[config.mk]
export PLATFORM = sky130hd
export DESIGN_NAME = can_bit_sync_flat
export DESIGN_NICKNAME = d
export VERILOG_FILES = /design/src/rtl/can_bit_sync_pkg.sv /design/src/rtl/can_bit_sync_if.sv /design/src/rtl/can_rx_sync.sv /design/src/rtl/can_bit_sync.sv /design/src/flat_wrapper.sv
export SDC_FILE = /design/constraint.sdc
export NUM_CORES = 1
export LEC_CHECK = 0
export BUFFER_PORTS_ARGS = -buffer_cell sky130_fd_sc_hd__clkbuf_2
export CORE_ASPECT_RATIO = 1.4
export CORE_UTILIZATION = 35
export CTS_BUF_LIST = sky130_fd_sc_hd__clkbuf_8
export CTS_CLUSTER_SIZE = 14
export DETAILED_ROUTE_END_ITERATION = 10
export GPL_TIMING_DRIVEN = 0
export PLACE_DENSITY_LB_ADDON = 0.2
export SKIP_CTS_REPAIR_TIMING = 1
export SLEW_MARGIN = 10
export SYNTH_ARGS = -nofsm -noshare
export SYNTH_HDL_FRONTEND = slang
export SYNTH_SLANG_ARGS = --single-unit
[constraint.sdc]
create_clock -name clk_ref -period 3.3 [get_ports clk_ref]
set_input_delay 0.33 -clock clk_ref [delete_from_list [all_inputs] [get_ports clk_ref]]
set_output_delay 0.33 -clock clk_ref [all_outputs]
set_load 0.005 [all_outputs]
[src/rtl/can_bit_sync_pkg.sv]
// Shared CAN bit-timing types, btr_config field offsets and derived segment lengths.
package can_bit_sync_pkg;

  typedef enum logic [1:0] {
    SEG_SYNC,
    SEG_TSEG1,
    SEG_TSEG2
  } can_seg_e;

  localparam int unsigned BRP_LSB  = 0;
  localparam int unsigned SJW_LSB  = 8;
  localparam int unsigned SEG1_LSB = 12;
  localparam int unsigned SEG2_LSB = 16;

  // Segment lengths in tq; 6 bits covers a fully lengthened TSEG1 (16 + 16).
  localparam int unsigned LEN_W = 6;

  function automatic logic [LEN_W-1:0] calc_tseg1(input logic [3:0] seg1);
    return {2'b00, seg1} + 6'd1;
  endfunction

  function automatic logic [LEN_W-1:0] calc_tseg2(input logic [3:0] seg2);
    return (seg2 == 4'd0) ? 6'd2 : {2'b00, seg2} + 6'd1;
  endfunction

  function automatic logic [LEN_W-1:0] calc_sjw(input logic [3:0] sjw,
                                                input logic [LEN_W-1:0] tseg2);
    logic [LEN_W-1:0] s;
    s = {2'b00, sjw} + 6'd1;
    return (s < tseg2) ? s : tseg2;
  endfunction

endpackage

[src/rtl/can_bit_sync_if.sv]
// Control, bus-line and bit-event signals of the receive bit synchroniser.
interface can_bit_sync_if;
  logic        enable;
  logic [31:0] btr_config;
  logic        can_rx;
  logic        hard_sync_en;
  logic        sample_pulse;
  logic        rx_bit;
  logic        tx_point;
  logic        hard_sync_ack;
  logic        resync_pulse;

  modport master (
    output enable, btr_config, can_rx, hard_sync_en,
    input  sample_pulse, rx_bit, tx_point, hard_sync_ack, resync_pulse
  );

  modport slave (
    input  enable, btr_config, can_rx, hard_sync_en,
    output sample_pulse, rx_bit, tx_point, hard_sync_ack, resync_pulse
  );
endinterface

[src/rtl/can_rx_sync.sv]
// Metastability synchroniser for the asynchronous CAN rx line; idles recessive.
module can_rx_sync #(
  parameter int unsigned SYNC_STAGES = 2
) (
  input  logic clk,
  input  logic rst_n,
  input  logic hold,
  input  logic din,
  output logic dout
);

  logic [SYNC_STAGES-1:0] chain;

  always_ff @(posedge clk) begin
    if (!rst_n || hold) begin
      chain <= '1;
    end else begin
      chain <= {chain[SYNC_STAGES-2:0], din};
    end
  end

  assign dout = chain[SYNC_STAGES-1];

endmodule

[src/rtl/can_bit_sync.sv]
// CAN receive bit synchroniser: tq prescaler, SYNC/TSEG1/TSEG2 segment FSM, hard sync and
// SJW-bounded resync, producing the sample point, sampled bit and bit-start pulses.
module can_bit_sync
  import can_bit_sync_pkg::*;
#(
  parameter int unsigned SYNC_STAGES = 2
) (
  input logic           clk_ref,
  input logic           rst_n,
  can_bit_sync_if.slave bus
);

  logic [7:0]       brp;
  logic [3:0]       sjw;
  logic [3:0]       seg1;
  logic [3:0]       seg2;
  logic [LEN_W-1:0] cfg_tseg1;
  logic [LEN_W-1:0] cfg_tseg2;
  logic [LEN_W-1:0] cfg_sjw;
  logic             unused_cfg;

  logic             clear;
  logic             rx_s;
  logic             rx_tq;
  logic             rx_edge;
  logic [7:0]       tq_cnt;
  logic             tq_tick;
  logic             tq_clr;

  can_seg_e         state, state_next;
  logic [LEN_W-1:0] seg_cnt, seg_cnt_next;
  logic [LEN_W-1:0] seg1_len, seg1_len_next;
  logic [LEN_W-1:0] seg2_len, seg2_len_next;
  logic [LEN_W-1:0] sjw_len, sjw_len_next;
  logic             resync_done, resync_done_next;
  logic             rx_bit_q, rx_bit_next;

  logic [LEN_W-1:0] seg_inc;
  logic [LEN_W-1:0] lengthen;
  logic [LEN_W-1:0] remain;

  logic sp_q, sp_next;
  logic tx_q, tx_next;
  logic hs_q, hs_next;
  logic rs_q, rs_next;

  assign brp  = bus.btr_config[BRP_LSB  +: 8];
  assign sjw  = bus.btr_config[SJW_LSB  +: 4];
  assign seg1 = bus.btr_config[SEG1_LSB +: 4];
  assign seg2 = bus.btr_config[SEG2_LSB +: 4];
  assign unused_cfg = ^bus.btr_config[31:20];

  assign cfg_tseg1 = calc_tseg1(seg1);
  assign cfg_tseg2 = calc_tseg2(seg2);
  assign cfg_sjw   = calc_sjw(sjw, cfg_tseg2);

  assign clear = !rst_n || !bus.enable;

  can_rx_sync #(
    .SYNC_STAGES(SYNC_STAGES)
  ) u_rx_sync (
    .clk  (clk_ref),
    .rst_n(rst_n),
    .hold (!bus.enable),
    .din  (bus.can_rx),
    .dout (rx_s)
  );

  assign tq_tick = (tq_cnt == brp);
  assign rx_edge = tq_tick && rx_tq && !rx_s;

  // While resync_done is clear, seg1_len/seg2_len still hold this bit's unmodified lengths.
  assign seg_inc  = seg_cnt + 6'd1;
  assign lengthen = (seg_inc < sjw_len) ? seg_inc : sjw_len;
  assign remain   = seg2_len - seg_cnt;

  always_comb begin
    state_next       = state;
    seg_cnt_next     = seg_cnt;
    seg1_len_next    = seg1_len;
    seg2_len_next    = seg2_len;
    sjw_len_next     = sjw_len;
    resync_done_next = resync_done;
    rx_bit_next      = rx_bit_q;
    tq_clr           = 1'b0;
    sp_next          = 1'b0;
    tx_next          = 1'b0;
    hs_next          = 1'b0;
    rs_next          = 1'b0;

    if (tq_tick) begin
      if (rx_edge && bus.hard_sync_en) begin
        state_next       = SEG_TSEG1;
        seg_cnt_next     = '0;
        seg1_len_next    = cfg_tseg1;
        seg2_len_next    = cfg_tseg2;
        sjw_len_next     = cfg_sjw;
        resync_done_next = 1'b1;
        tq_clr           = 1'b1;
        hs_next          = 1'b1;
        tx_next          = 1'b1;
      end else if (rx_edge && !resync_done && rx_bit_q && (state != SEG_SYNC)) begin
        resync_done_next = 1'b1;
        rs_next          = 1'b1;
        if (state == SEG_TSEG1) begin
          seg1_len_next = seg1_len + lengthen;
          seg_cnt_next  = seg_inc;
        end else if (remain <= sjw_len) begin
          state_next    = SEG_TSEG1;
          seg_cnt_next  = '0;
          seg1_len_next = cfg_tseg1;
          seg2_len_next = cfg_tseg2;
          sjw_len_next  = cfg_sjw;
          tq_clr        = 1'b1;
          tx_next       = 1'b1;
        end else begin
          seg2_len_next = seg2_len - sjw_len;
          seg_cnt_next  = seg_inc;
        end
      end else begin
        // Segment ends compare with >= so a shortened TSEG2 can never be overrun.
        unique case (state)
          SEG_SYNC: begin
            state_next    = SEG_TSEG1;
            seg_cnt_next  = '0;
            seg1_len_next = cfg_tseg1;
            seg2_len_next = cfg_tseg2;
            sjw_len_next  = cfg_sjw;
          end
          SEG_TSEG1: begin
            if (seg_cnt >= seg1_len - 6'd1) begin
              state_next       = SEG_TSEG2;
              seg_cnt_next     = '0;
              rx_bit_next      = rx_s;
              resync_done_next = 1'b0;
              sp_next          = 1'b1;
            end else begin
              seg_cnt_next = seg_inc;
            end
          end
          SEG_TSEG2: begin
            if (seg_cnt >= seg2_len - 6'd1) begin
              state_next   = SEG_SYNC;
              seg_cnt_next = '0;
              tx_next      = 1'b1;
            end else begin
              seg_cnt_next = seg_inc;
            end
          end
          default: begin
            state_next   = SEG_SYNC;
            seg_cnt_next = '0;
          end
        endcase
      end
    end
  end

  always_ff @(posedge clk_ref) begin
    if (clear) begin
      tq_cnt      <= '0;
      state       <= SEG_SYNC;
      seg_cnt     <= '0;
      seg1_len    <= '0;
      seg2_len    <= '0;
      sjw_len     <= '0;
      rx_tq       <= 1'b1;
      resync_done <= 1'b0;
      rx_bit_q    <= 1'b1;
      sp_q        <= 1'b0;
      tx_q        <= 1'b0;
      hs_q        <= 1'b0;
      rs_q        <= 1'b0;
    end else begin
      tq_cnt      <= (tq_tick || tq_clr) ? '0 : tq_cnt + 8'd1;
      state       <= state_next;
      seg_cnt     <= seg_cnt_next;
      seg1_len    <= seg1_len_next;
      seg2_len    <= seg2_len_next;
      sjw_len     <= sjw_len_next;
      rx_tq       <= tq_tick ? rx_s : rx_tq;
      resync_done <= resync_done_next;
      rx_bit_q    <= rx_bit_next;
      sp_q        <= sp_next;
      tx_q        <= tx_next;
      hs_q        <= hs_next;
      rs_q        <= rs_next;
    end
  end

  assign bus.sample_pulse  = sp_q;
  assign bus.rx_bit        = rx_bit_q;
  assign bus.tx_point      = tx_q;
  assign bus.hard_sync_ack = hs_q;
  assign bus.resync_pulse  = rs_q;

endmodule

[src/flat_wrapper.sv]
// flat-port wrapper written by rule: the top's interface ports become plain ports
module can_bit_sync_flat import can_bit_sync_pkg::*;
#(
  parameter int unsigned SYNC_STAGES = 2
)
  (clk_ref, rst_n, bus_enable, bus_btr_config, bus_can_rx, bus_hard_sync_en, bus_sample_pulse, bus_rx_bit, bus_tx_point, bus_hard_sync_ack, bus_resync_pulse);
  can_bit_sync_if bus_i ();
  input logic clk_ref;
  input logic rst_n;
  input wire logic [$bits(bus_i.enable)-1:0] bus_enable;
  input wire logic [$bits(bus_i.btr_config)-1:0] bus_btr_config;
  input wire logic [$bits(bus_i.can_rx)-1:0] bus_can_rx;
  input wire logic [$bits(bus_i.hard_sync_en)-1:0] bus_hard_sync_en;
  output wire logic [$bits(bus_i.sample_pulse)-1:0] bus_sample_pulse;
  output wire logic [$bits(bus_i.rx_bit)-1:0] bus_rx_bit;
  output wire logic [$bits(bus_i.tx_point)-1:0] bus_tx_point;
  output wire logic [$bits(bus_i.hard_sync_ack)-1:0] bus_hard_sync_ack;
  output wire logic [$bits(bus_i.resync_pulse)-1:0] bus_resync_pulse;
  assign bus_i.enable = bus_enable;
  assign bus_i.btr_config = bus_btr_config;
  assign bus_i.can_rx = bus_can_rx;
  assign bus_i.hard_sync_en = bus_hard_sync_en;
  assign bus_sample_pulse = bus_i.sample_pulse;
  assign bus_rx_bit = bus_i.rx_bit;
  assign bus_tx_point = bus_i.tx_point;
  assign bus_hard_sync_ack = bus_i.hard_sync_ack;
  assign bus_resync_pulse = bus_i.resync_pulse;
  can_bit_sync #(.SYNC_STAGES(SYNC_STAGES)) u_core (.clk_ref(clk_ref), .rst_n(rst_n), .bus(bus_i));
endmodule
==> results.cfg <==
[synth]
ys_warn_count = 0
synthSimpleGateAreaFrac = 0.204
netlist_top_cells_count = ha_1 (52), dfxtp_1 (42), nand2_1 (29), nor2_1 (29), a21oi_1 (26)
synthMuxAreaShare = 0.0559
ys_ff_latch = 42
syn-cell-area_mm2 = 0.00349
syn_nets = 502
syn_inst = 410
synth_top_family_by_area = simple AND/OR/NAND/NOR gates
synth-seq-area-share = 0.241
synth_adder_area_share = 0.204
synth_xor_area_frac = 0.103
netlist-cell-type-count = 54
synth_top_area_frac = 0.241
synth-edff-count = 0
synthArstFlopShare = 0
synth_ff_type = dfxtp_1
synth.area.top_cells = dfxtp_1 (24%), ha_1 (19%), xor2_1 (6.3%)
synth_compound_area_frac = 0.152
synth.avg_cell_area_um2 = 8.51
yosysTopAreaCell = dfxtp_1
synth.most_common_cell = ha_1

[power_and_ir_drop]
pwr_density_cell_mw_per_mm2 = 251
leakage_nw = 1.84
peakVddDrop_v = 0.000161

[hold_path]
holdPathStages = 2
hold_class = input port to flop

[setup_path]
critPathKind = flop to flop
cp_cell_sequence = inv_6, ha_4, fa_2, inv_2, a21o_1, a21oi_2, xnor2_1, ha_1, buf_6, a211oi_2, a32o_2, a41oi_4, or2_1, buf_6, or3_1, a21oi_1
crit_path_start_kind = flop
cp_data_required_time_ns = 3.53
cp.depth = 16
crit_slowest_cell = dfxtp_4
cpMostUsedCell = buf_6
cp_max_fo = 8
arrival_ns = 3.52
path_buf_inv = 4
reg2regPathDepth = 16
max_stage_delay_ns = 0.38
endpoint_kind = flop
crit_family = adder cells

[floorplan]
rows = 42
die_w_um = 86.4
initial_core_util = 0.365
die_area_mm2 = 0.0104
die_h_um = 120
io_pins = 42
core_area_mm2 = 0.00956

[placement]
place_congestion = 0.788
hpwlAfterDp_um = 7090
place_inst = 571
pre_cts_slack_ns = -0.328
place.port_buffers = 29

[timing]
setup_violations = 0
period_needed_ns = 3.29
hold_viol = 0
timing.fmax_ghz = 0.304
rsz0062_at_grt = true
setup-tns-final_ns = 0
relSlewSlack = 0.569
final.setup.worst_slack_ns = 0.0117
worstMarginPinSlew_ns = 0.647
skew_ns = 0.00416
drv_slew = 0
fin_crit_sh = 0.996

[global_route]
antenna_found_initial = 0
grt_first_pass_wirelength_um = 14100
gr-total-overflow = 0
grt_pass1_vias = 2928
grt_usage = 0.175
grt_max_degree = 14

[clock_tree]
clockBufferDepth = 2
clk_pin_slew_ns = 0.08
cts.sinks = 42
cts_tree = done
htree_levels = 2
clk_latency_ns = 0.30
numCtsBuffers = 5
root_buffer = clkbuf_8

[job]
max_cap_violations = 0

[routing]
route.detailed.drc = 0
avgViaCountPerCell = 5.13
vias = 2993
dr.pass1.iters = 4
drt_wl_total_um = 8760
wl_per_cell_um = 15.0
drt_iter0_drc = 84
antenna_left = 0

[finish]
diodes = 0
area_growth_pct = 17.7
nNetsFinal = 543
final_cells = 584
layout-drive-gt1-share = 0.190

[run_status]
status = completed
==> area by class of cell <==
cell class / count / area (µm²)
well taps: 132 / 165
plain buffers: 8 / 45.0
clock buffers: 5 / 68.8
fillers: 997 / 5450
multi-input cells: 334 / 2630
repair buffers: 35 / 194
clock inverters: 3 / 41.3
inverters: 25 / 103
flip-flops and latches: 42 / 860
==> cell families after synthesis <==
group / after synthesis
muxes: 19
AOI/OAI and AO/OA: 81
and+or+nand+nor: 138
DFF: 42
adders and majority gates: 55
buffers and inverters: 34
xor gates and xnor gates: 41
==> cell usage in the layout, fill, tap and decap left out, types with 3 or more instances in the layout <==
| cell type | Yosys | routed |
|---|---|---|
| buf_6 | 2 | 3 |
| ha_4 | 0 | 3 |
| buf_4 | 0 | 5 |
| o21ai_1 | 1 | 3 |
| nor3_1 | 9 | 8 |
| nand2_1 | 29 | 28 |
| a21oi_2 | 0 | 4 |
| a21oi_1 | 26 | 22 |
| o21ai_0 | 14 | 12 |
| nand4_1 | 3 | 3 |
| clkbuf_1 | 6 | 6 |
| clkbuf_2 | 0 | 29 |
| inv_1 | 25 | 22 |
| a31oi_1 | 3 | 3 |
| nor2_1 | 29 | 29 |
| mux2i_1 | 15 | 15 |
| and2_1 | 3 | 3 |
| or3_1 | 4 | 3 |
| mux2_2 | 4 | 4 |
| dfxtp_2 | 0 | 3 |
| clkbuf_8 | 0 | 5 |
| xnor2_1 | 16 | 15 |
| a21o_1 | 6 | 6 |
| a211oi_1 | 8 | 7 |
| dfxtp_1 | 42 | 35 |
| dfxtp_4 | 0 | 4 |
| nand3_1 | 22 | 22 |
| ha_1 | 52 | 49 |
| and3_1 | 11 | 10 |
| nand2b_1 | 6 | 6 |
| xor2_1 | 25 | 24 |
| nor2b_1 | 9 | 9 |
==> path summary, 6_finish.rpt <==
kind | start | end | slack [ns]
worst max register to register | u_core.seg2_len[0] | u_core.sjw_len[3] | 0.01
worst min-delay path | bus_can_rx | u_core.u_rx_sync.chain[0] | 0.20
worst max-delay path | u_core.seg2_len[0] | u_core.sjw_len[3] | 0.01
worst min register to register | u_core.u_rx_sync.chain[0] | u_core.u_rx_sync.chain[1] | 0.41
==> layer usage <==
layer | up-vias | share of wire | global-route usage | routed length (µm)
met3 | 15 | 0.025 | 0.0275 | 217
met2 | 45 | 0.54 | 0.339 | 4730
met1 | 1388 | 0.41 | 0.185 | 3610
met4 | 0 | 0.024 | 0.0604 | 206
met5 | - | 0 | 0 | 0
li1 | 1545 | - | - | -
==> worst register-to-register path: cells and delay by family (launching register included) <==
family	cells	cell delay (ns)
buffers and inverters	4	0.37
XOR/XNOR	1	0.12
adder cells (fa/ha/maj)	3	0.87
flip-flops	1	0.38
AND/OR/NAND/NOR	2	0.64
AO/OA/AOI/OAI	6	0.84
==> state kept, by name, indices dropped and copies added, names as in the netlist <==
name	cells
u_core.bus.hard_sync_ack	1
u_core.bus.resync_pulse	1
u_core.bus.rx_bit	1
u_core.bus.sample_pulse	1
u_core.bus.tx_point	1
u_core.resync_done	1
u_core.rx_tq	1
u_core.seg1_len	6
u_core.seg2_len	6
u_core.seg_cnt	6
u_core.sjw_len	5
u_core.state	2
u_core.tq_cnt	8
u_core.u_rx_sync.chain	2
==> report_power, final <==
group,switching (mW),leakage (nW),internal (mW),total (mW)
registers,0.00271,0.344,0.505,0.508
clock network,0.190,0.0556,0.223,0.413
logic,0.0638,1.44,0.0459,0.110
total,0.256,1.84,0.774,1.03
==> per-stage QoR <==
step	power [mW]	instance area [µm²]	hold slack, ns	utilization
6_report	1.03	4110	0.203	0.430
3_3_place_gp	0.630	3800	0.395	0.397
4_1_cts	1.04	3910	0.196	0.409
5_1_grt	1.08	4110	0.197	0.430
3_5_place_dp	0.632	3800	0.396	0.397
2_1_floorplan	0.593	3490	0.386	-
(Power assumes the default switching activity.)
